===== config.mk =====
export PLATFORM = sky130hd
export DESIGN_NAME = decoder_2to4_buf
export DESIGN_NICKNAME = d
export VERILOG_FILES = /design/src/rtl/dec_pkg.sv /design/src/rtl/decoder_2to4_core.sv /design/src/rtl/decoder_2to4_buf.sv
export SDC_FILE = /design/constraint.sdc
export NUM_CORES = 1
export LEC_CHECK = 0
export BUFFER_PORTS_ARGS = -buffer_cell sky130_fd_sc_hd__buf_2
export CORE_MARGIN = 2
export CORE_UTILIZATION = 40
export CTS_CLUSTER_DIAMETER = 30
export DETAILED_ROUTE_END_ITERATION = 6
export HOLD_SLACK_MARGIN = 0.02
export REMOVE_ABC_BUFFERS = 1
export SYNTH_ARGS = -nofsm -noshare
export SYNTH_HDL_FRONTEND = slang
export SYNTH_SLANG_ARGS = --single-unit

===== constraint.sdc =====
create_clock -name clk -period 1.38 [get_ports clk]
set_input_delay 0 -clock clk [delete_from_list [all_inputs] [get_ports clk]]
set_output_delay 0 -clock clk [all_outputs]
set_load 0.05 [all_outputs]

===== src/rtl/dec_pkg.sv =====
// Shared definitions for the 2-to-4 decoder with a two-entry output buffer:
// buffer state encoding, decode width and the one-hot helper.
package dec_pkg;

  localparam int DEC_W = 4;
  localparam int A_W   = 2;

  // Buffer occupancy: EMPTY holds nothing, ONE holds the output register,
  // FULL holds both the output register and the skid register.
  typedef enum logic [1:0] {
    EMPTY = 2'd0,
    ONE   = 2'd1,
    FULL  = 2'd2
  } state_t;

  // One-hot word with bit 'code' set.
  function automatic logic [DEC_W-1:0] onehot(input logic [A_W-1:0] code);
    logic [DEC_W-1:0] base;
    base = {{(DEC_W-1){1'b0}}, 1'b1};
    return base << code;
  endfunction

endpackage


===== src/rtl/decoder_2to4_core.sv =====
// Purely combinational 2-to-4 decode. A disabled decode yields the null
// word, which is still a real word as far as the buffer is concerned.
module decoder_2to4_core
  import dec_pkg::*;
(
  input  logic [A_W-1:0]   a_i,
  input  logic             en_i,
  output logic [DEC_W-1:0] y_o
);

  // Decode a into a one-hot word, or all zeros when disabled.
  always_comb begin
    y_o = '0;
    if (en_i) begin
      y_o = onehot(a_i);
    end
  end

endmodule


===== src/rtl/decoder_2to4_buf.sv =====
// 2-to-4 decoder feeding a two-entry buffer (output register + skid
// register) with per-output hit counters.
//
// Handshake: a word moves on the input side on any cycle with
// in_valid && in_ready, and on the output side on any cycle with
// out_valid && out_ready. in_ready and out_valid are registers, so neither
// side depends combinationally on the other; in_ready drops only once both
// entries are occupied, which is why the skid register exists.
module decoder_2to4_buf
  import dec_pkg::*;
#(
  parameter int CNT_W = 8
) (
  input  logic               clk,
  input  logic               rst_n,
  input  logic [A_W-1:0]     a,
  input  logic               en,
  input  logic               in_valid,
  output logic               in_ready,
  output logic [DEC_W-1:0]   y,
  output logic               out_valid,
  input  logic               out_ready,
  input  logic               clr_cnt,
  output logic [4*CNT_W-1:0] hit_cnt,
  output state_t             dbg_state_o
);

  state_t                       state_q;
  logic [DEC_W-1:0]             out_q;
  logic [DEC_W-1:0]             skid_q;
  logic                         out_valid_q;
  logic                         in_ready_q;
  logic [DEC_W-1:0][CNT_W-1:0]  cnt_q;
  logic [DEC_W-1:0][CNT_W-1:0]  cnt_d;
  logic [DEC_W-1:0]             dec_word;
  logic                         accept;
  logic                         xfer;

  decoder_2to4_core u_core (
    .a_i  (a),
    .en_i (en),
    .y_o  (dec_word)
  );

  assign accept = in_valid && in_ready_q;
  assign xfer   = out_valid_q && out_ready;

  // Buffer FSM: tracks occupancy and moves words between input, skid and
  // output register; ready/valid flags are registered alongside.
  always_ff @(posedge clk) begin
    if (!rst_n) begin
      state_q     <= EMPTY;
      out_q       <= '0;
      skid_q      <= '0;
      out_valid_q <= 1'b0;
      in_ready_q  <= 1'b0;
    end else begin
      case (state_q)
        EMPTY: begin
          in_ready_q <= 1'b1;
          if (accept) begin
            out_q       <= dec_word;
            out_valid_q <= 1'b1;
            state_q     <= ONE;
          end
        end
        ONE: begin
          if (accept && xfer) begin
            out_q <= dec_word;
          end else if (accept) begin
            skid_q     <= dec_word;
            in_ready_q <= 1'b0;
            state_q    <= FULL;
          end else if (xfer) begin
            out_q       <= '0;
            out_valid_q <= 1'b0;
            state_q     <= EMPTY;
          end
        end
        FULL: begin
          if (xfer) begin
            out_q      <= skid_q;
            skid_q     <= '0;
            in_ready_q <= 1'b1;
            state_q    <= ONE;
          end
        end
        default: begin
          state_q     <= EMPTY;
          out_q       <= '0;
          skid_q      <= '0;
          out_valid_q <= 1'b0;
          in_ready_q  <= 1'b1;
        end
      endcase
    end
  end

  // Next counter values: saturating increment per set bit of a transferred
  // word; a clear wins over any same-cycle increment.
  always_comb begin
    cnt_d = cnt_q;
    if (clr_cnt) begin
      cnt_d = '0;
    end else if (xfer) begin
      for (int i = 0; i < DEC_W; i++) begin
        if (out_q[i] && (cnt_q[i] != {CNT_W{1'b1}})) begin
          cnt_d[i] = cnt_q[i] + CNT_W'(1);
        end
      end
    end
  end

  // Hit counter registers.
  always_ff @(posedge clk) begin
    if (!rst_n) begin
      cnt_q <= '0;
    end else begin
      cnt_q <= cnt_d;
    end
  end

  assign in_ready    = in_ready_q;
  assign out_valid   = out_valid_q;
  assign y           = out_q;
  assign hit_cnt     = cnt_q;
  assign dbg_state_o = state_q;

endmodule


==> results of run 1 <==
## power by group through the flow
stage               Clock (mW)  Sequential [mW]  Combinational (mW)
finish                   0.753             1.30               0.263
global route             0.850             1.30               0.286
CTS                      0.796             1.30               0.249
detailed placement           0             1.33               0.244
global placement             0             1.32               0.243
floorplan                    0             1.38              0.0899
## sequential cells by signal, summed over array words and instances, names as in the netlist
signal,cells
y,4
dbg_state_o,2
in_ready,1
skid_q,4
hit_cnt,32
out_valid,1
## routing by layer
| metal | part of all wire, % | up-vias | routed length, um |
|---|---|---|---|
| li1 | - | 1061 | - |
| met1 | 49 | 977 | 2470 |
| met2 | 48 | 36 | 2420 |
| met3 | 3.1 | 4 | 156 |
| met4 | 0.59 | 0 | 30 |
| met5 | 0 | - | 0 |
## kinds of logic after synthesis
family / after synthesis / share of synthesized area (%)
adder cells (fa/ha/maj): 4 / 2.24
flip-flops: 44 / 39.4
AO/OA/AOI/OAI: 58 / 21.2
AND/OR/NAND/NOR: 103 / 25.2
buffers and inverters: 8 / 1.90
multiplexers: 4 / 1.79
XOR/XNOR: 21 / 8.24
## how the worst max path moves through the flow
stage | from | to | slack, ns
2_1_floorplan | hit_cnt[8] | hit_cnt[9] | -0.51
3_3_place_gp | out_valid | skid_q[1] | 0.02
3_5_place_dp | hit_cnt[9] | hit_cnt[9] | -0.02
4_1_cts | hit_cnt[9] | hit_cnt[14] | 0.003
5_1_grt | dbg_state_o[1] | y[1] | -0.008
6_report | hit_cnt[1] | hit_cnt[5] | 0.07
## synthesized netlist by cell type, drive strengths merged
cell     number  area share, %
o21bai        1           0.34
o21ai        15            3.4
buf           3            1.1
nand2        13            2.2
a2111oi       3            3.7
nor4          1           0.28
nand3b        2           0.67
inv           1           0.17
xnor2         4            1.6
or3           4            1.1
nor2b         4            1.1
o21a          2           0.67
xor2         17            6.7
a21boi        5            1.7
nand3        16            3.8
a31oi         1           0.28
o2bb2ai       4            1.6
and3         12            4.0
nand4         9            3.2
o211ai        9            4.5
dfxtp        44             39
nor2         29            4.9
a32oi         4            1.6
o31ai         2           0.67
nor3          1           0.22
ha            4            2.2
nand4b        1           0.39
nand2b        5            1.4
and4          1           0.50
mux2i         4            1.8
o22ai         1           0.28
and2          4            1.2
a211oi        1           0.34
a21oi        10            2.2
clkbuf        4           0.67
or2           1           0.28
## through the flow
step	hold slack (ns)	area (um2)	worst slack, ns
6_report	0.0375	3030	0.0700
5_1_grt	0.0417	3030	-0.00842
4_1_cts	0.0272	2920	0.00308
3_5_place_dp	0.320	2810	-0.0213
3_3_place_gp	0.315	2810	0.0237
2_1_floorplan	0.118	2190	-0.515
## timing repair
item                       4_1_cts  5_1_grt
hold buffers                     1        0
setup buffers                    0        1
pin swaps                        0        6
gates cloned                     0        0
setup endpoints to repair        8       27
hold endpoints to repair         2        0
gates resized for setup          6       27
## worst max-delay path, stage by stage (launching register included)
cell      delay, ns
dfxtp_1        0.34
buf_4          0.12
and3_1         0.19
o211ai_4       0.10
or3_1          0.35
a21oi_1        0.15
## area by class of cell
class,count,area [um2],share of cell area [%]
Timing Repair Buffer,86,543,17.9
Multi-Input combinational cell,190,1420,46.9
Clock inverter,1,5.00,0.165
Inverter,1,3.75,0.124
Tap cell,72,90.1,2.97
Sequential cell,44,893,29.5
Clock buffer,6,72.6,2.40
## layout by cell type (no fill, tap or decap), types with 3 or more instances in the layout
cell type  netlist  routed
a2111oi_4        3       3
a21boi_0         5       5
a21oi_1         10      10
a32oi_1          4       4
and2_1           3       3
and3_1           7       7
and3_4           2       3
buf_2            1      47
buf_4            1      37
clkbuf_8         0       5
dfxtp_1         44      36
dfxtp_2          0       7
mux2i_1          4       4
nand2_1         13      12
nand2b_1         5       5
nand3_1         15      12
nand3_2          1       3
nand4_1          8       8
nor2_1          29      29
nor2b_1          4       4
o211ai_1         6       6
o21ai_0         14      11
o2bb2ai_1        4       4
or3_1            4       4
xnor2_1          4       4
xor2_1          17      17
==> metrics, run 1 <==
ratio of cells with drive above 1 in the final layout 39.6%; HP Class input pin to register; post-synthesis sequential area ratio 39.4%; startpoint types register; first-pass GRT wire length roughly 8400 um; 1st-iter DRT viols 60; CP Data Required Time between 1.5 and 2 ns; hold wc startpoint rst_n; reg-to-reg endpoint hit_cnt[5]; final core utilization 55.7%; Max transition margin approximately three quarters; WP data arrival between 1.5 and 2 ns; Seq pwr share 56.1%; H-Tree Depth 2; non-filler cells, final 400; worst-margin pin slew 0.361 ns; fmax approximately 760 MHz; Global Route Usage Sum 16.8%; Num CTS Buffers 5; VDD IR max between 0.4 and 0.5 mV; die height 78.7 um; # nets final 340; ant diodes 0; status finished, final reports clean; Internal ~1.7 mW; Die ar. around 6200 um2; global route hottest layer met2; antenna violations before repair 0; post-DP HPWL approximately 3700 um; Hold Crit Depth 3; setup TNS 0 ns; Hold EP in_ready; RSZ-0062 raised after global routing yes; Combinational Power Share 11.4%; Switch Pwr 590 uW; CTS tree done; worst r2r src hit_cnt[1]; total clock sinks 44; Synth Warn # 0; Pwr Total 2.31 mW; clk_lat worst skew between 0.2 and 0.3 ns; Max FO, Critical Path 4; WS Path Type register to register; power share of the clock group around 33%; die width between 70 and 80 um; register bit total from synthesis 44; synth unique cells 46; Final Skew 0.00556 ns; GR Util met1 22.3%; min Tclk post-route about 1.3 ns; final hold violation count 0; DRC Markers 0; M2 GR Usage 27.6%; routed len/inst ~13 um; Routed Antenna Nets 0; 1st-pass router iterations 4; leakage power between 1 and 1.5 nW; endpoint class of the critical path register; I/O pin count 48; crit share post-route between 90 and 100%; power density cells around 760 nW/um2; via count 2078; row cnt 27; Max Slew Vio Count 0; FF-to-FF setup slack between 0.07 and 0.08 ns; Port-buffer cells 47; cell count after synthesis 242; Initial Util about two fifths; gpl congestion between 0.7 and 0.8; fillers between 500 and 600; core box area ~5400 um2; clk buf depth 2; mapped cell area around 2200 um2; GR Overflow Total 0; vias per cell around 5.2; Sw Ratio 25.5%; Clock Tree Root clkbuf_8; Max-cap violations 0; final-report setup violation count 0; syn avg cell area approximately 9.2 um2; placed insts slightly below 400; met3 usage 4.20%; clock slew at reported path FFs approximately 0.080 ns; largest net degree at the start of global routing 21; Routed WL approximately 5000 um; R2R cell count 5; vias in the first global route around 1900; Area Growth Syn to Fin 35.6%
Power figures use the tool's default switching activity.
==> inputs of run 2 (changes only) <==
SYNTH_HIERARCHICAL = 1   (was default)
==> metrics, run 2 <==
mapped cell area 2250 um2 (+0.67%); crit share post-route 96.0% (+1.1 points); CP Data Required Time 1.62 ns (+0.02 ns); GR Overflow Total 0 (unchanged); Die ar. 6240 um2 (+0.65%); vias in the first global route 1902 (+0.90%); post-synthesis sequential area ratio 39.2% (-0.26 points); ant diodes 0 (unchanged); Synth Warn # 6 (+6); die width 79.0 um (+0.32%); fmax 755 MHz (-1.1%); 1st-pass router iterations 5 (+1); Num CTS Buffers 5 (unchanged); Global Route Usage Sum 17.8% (+1.0 points); first-pass GRT wire length 8910 um (+6.6%); largest net degree at the start of global routing 17 (-19%); clk_lat worst skew 0.30 ns (about the same); HP Class input pin to register; DRC Markers 0 (unchanged); most frequent cells in the layout 47 x buf_2, 47 x buf_4, 30 x dfxtp_1; ys flop type dfxtp_1; routed len/inst 13.6 um (+7.6%); Clock Tree Root clkbuf_8; antenna violations before repair 0 (unchanged); clock slew at reported path FFs 0.09 ns (about the same); endpoint class of the critical path register; multi-input combinational cell area 1370 um2 (-3.9%); Synth top cells by count 44 x dfxtp_1, 25 x nand2_1, 18 x nor2_1; max reg flops 32 (unchanged); Final Skew 0.0122 ns (+0.00667 ns); vias per cell 5.37 (+3.4%); Max-cap violations 0 (unchanged); row cnt 27 (unchanged); fillers 517 (-1.3%); Routed Antenna Nets 0 (unchanged); Area Growth Syn to Fin 37.9%; clk buf depth 2 (unchanged); setup TNS 0 ns (unchanged); Synth area leader dfxtp_1; min Tclk post-route 1.32 ns (+0.0146 ns); count leader, synth dfxtp_1; VDD IR max 0.454 mV (+4.5%); Initial Util 41.1% (about the same); I/O pin count 48 (unchanged); synth unique cells 49 (+6.5%); core box area 5470 um2 (+0.62%); Synth top area share 39.2% (-0.26 points); Max transition margin 74.9% (-0.99 points); Routed WL 5680 um (+12%); total clock sinks 44 (unchanged); worst-margin pin slew 0.376 ns (+0.0149 ns); # nets final 355 (+4.4%); WP data arrival 1.56 ns (+0.03 ns); 1st-iter DRT viols 91 (+52%); die height 79.0 um (+0.32%); gpl congestion 0.843 (+5.6%); final hold violation count 0 (unchanged); power density cells 830 nW/um2 (+8.7%); Async S/R FF share, synth 0% (unchanged); placed insts 402 (+2.8%); Max Slew Vio Count 0 (unchanged); Register Area 901 um2 (+0.84%); via count 2234 (+7.5%); CTS tree done; Post-synth EDFFs 0 (unchanged); H-Tree Depth 2 (unchanged); Area contributors post-synth dfxtp_1 39%, nand2_1 4.2%, nand3_1 3.3%; Pwr Total 2.57 mW (+11%); non-filler cells, final 416 (+4.0%); status finished, final reports clean; ratio of cells with drive above 1 in the final layout 43.9% (+4.3 points); Port-buffer cells 47 (unchanged); register bit total from synthesis 44 (unchanged); startpoint types register; cell count after synthesis 250 (+3.3%); syn avg cell area 8.99 um2 (-2.5%); post-DP HPWL 4070 um (+8.6%); final-report setup violation count 0 (unchanged); WS Path Type register to register; Max FO, Critical Path 9 (+5); leakage power 1.27 nW (+2.6%)
run 2: final timing paths:
kind / from / endpoint / cells after the start / slack, ns
worst max-delay path: out_valid / y[1] / 4 / 0.06
worst max register to register: out_valid / y[1] / 4 / 0.06
worst min-delay path: in_valid / in_ready / 4 / 0.1
worst min register to register: skid_q[1] / skid_q[1] / 2 / 0.48
run 2: metrics by stage:
stage	hold slack [ns]	cell area (um2)	setup WS (ns)	util [%]
floorplan	0.118	2180	-0.402	-
global placement	0.335	2830	-0.0532	51.7
detailed placement	0.336	2830	-0.178	51.7
CTS	0.0987	2990	0.00271	54.6
global route	0.126	3100	-0.00697	56.7
finish	0.0972	3100	0.0554	56.7
run 2: final cells by class:
cell class                 instances  area share, %
multi-input combinational        191           44.1
sequential                        44           29.1
timing repair buffer              96           19.6
tap                               72           2.91
clock buffer                       5           2.22
clock inverter                     3           1.53
inverter                           5          0.605
run 2: routing by layer:
metal  global-route usage, %  vias up  share of wire, %
met5                       0        -                 0
met4                    5.34        0              0.85
met3                    4.43        4               3.7
met2                    27.6       46                46
met1                    24.5     1056                49
li1                        -     1128                 -
run 2: worst max-delay path, cell delays in order, from the launching register on:
cell      delay, ns
dfxtp_4        0.39
a21o_1         0.19
a221oi_2       0.41
a222oi_1       0.12
nor2b_1        0.15
run 2: power by group:
| group | switching (mW) | internal, mW |
|---|---|---|
| Sequential | 0.0276 | 1.28 |
| Combinational | 0.153 | 0.0994 |
| Clock | 0.463 | 0.545 |
run 2: timing repair:
item,4_1_cts,5_1_grt
hold buffers,2,0
endpoints found under the hold margin,1,0
endpoints found under the setup margin,23,20
buffers inserted,0,4
pin swaps,0,8
gates resized for setup,9,27
run 2: cell families (layout without fill, tap and decap cells):
group | after synthesis | after routing | synth area share (%)
AOI/OAI and AO/OA | 60 | 60 | 18.8
xor gates and xnor gates | 11 | 11 | 4.28
adders and majority gates | 4 | 4 | 2.23
buffers and inverters | 15 | 109 | 3.84
DFF | 44 | 44 | 39.2
muxes | 1 | 1 | 0.445
and+or+nand+nor | 115 | 115 | 31.2
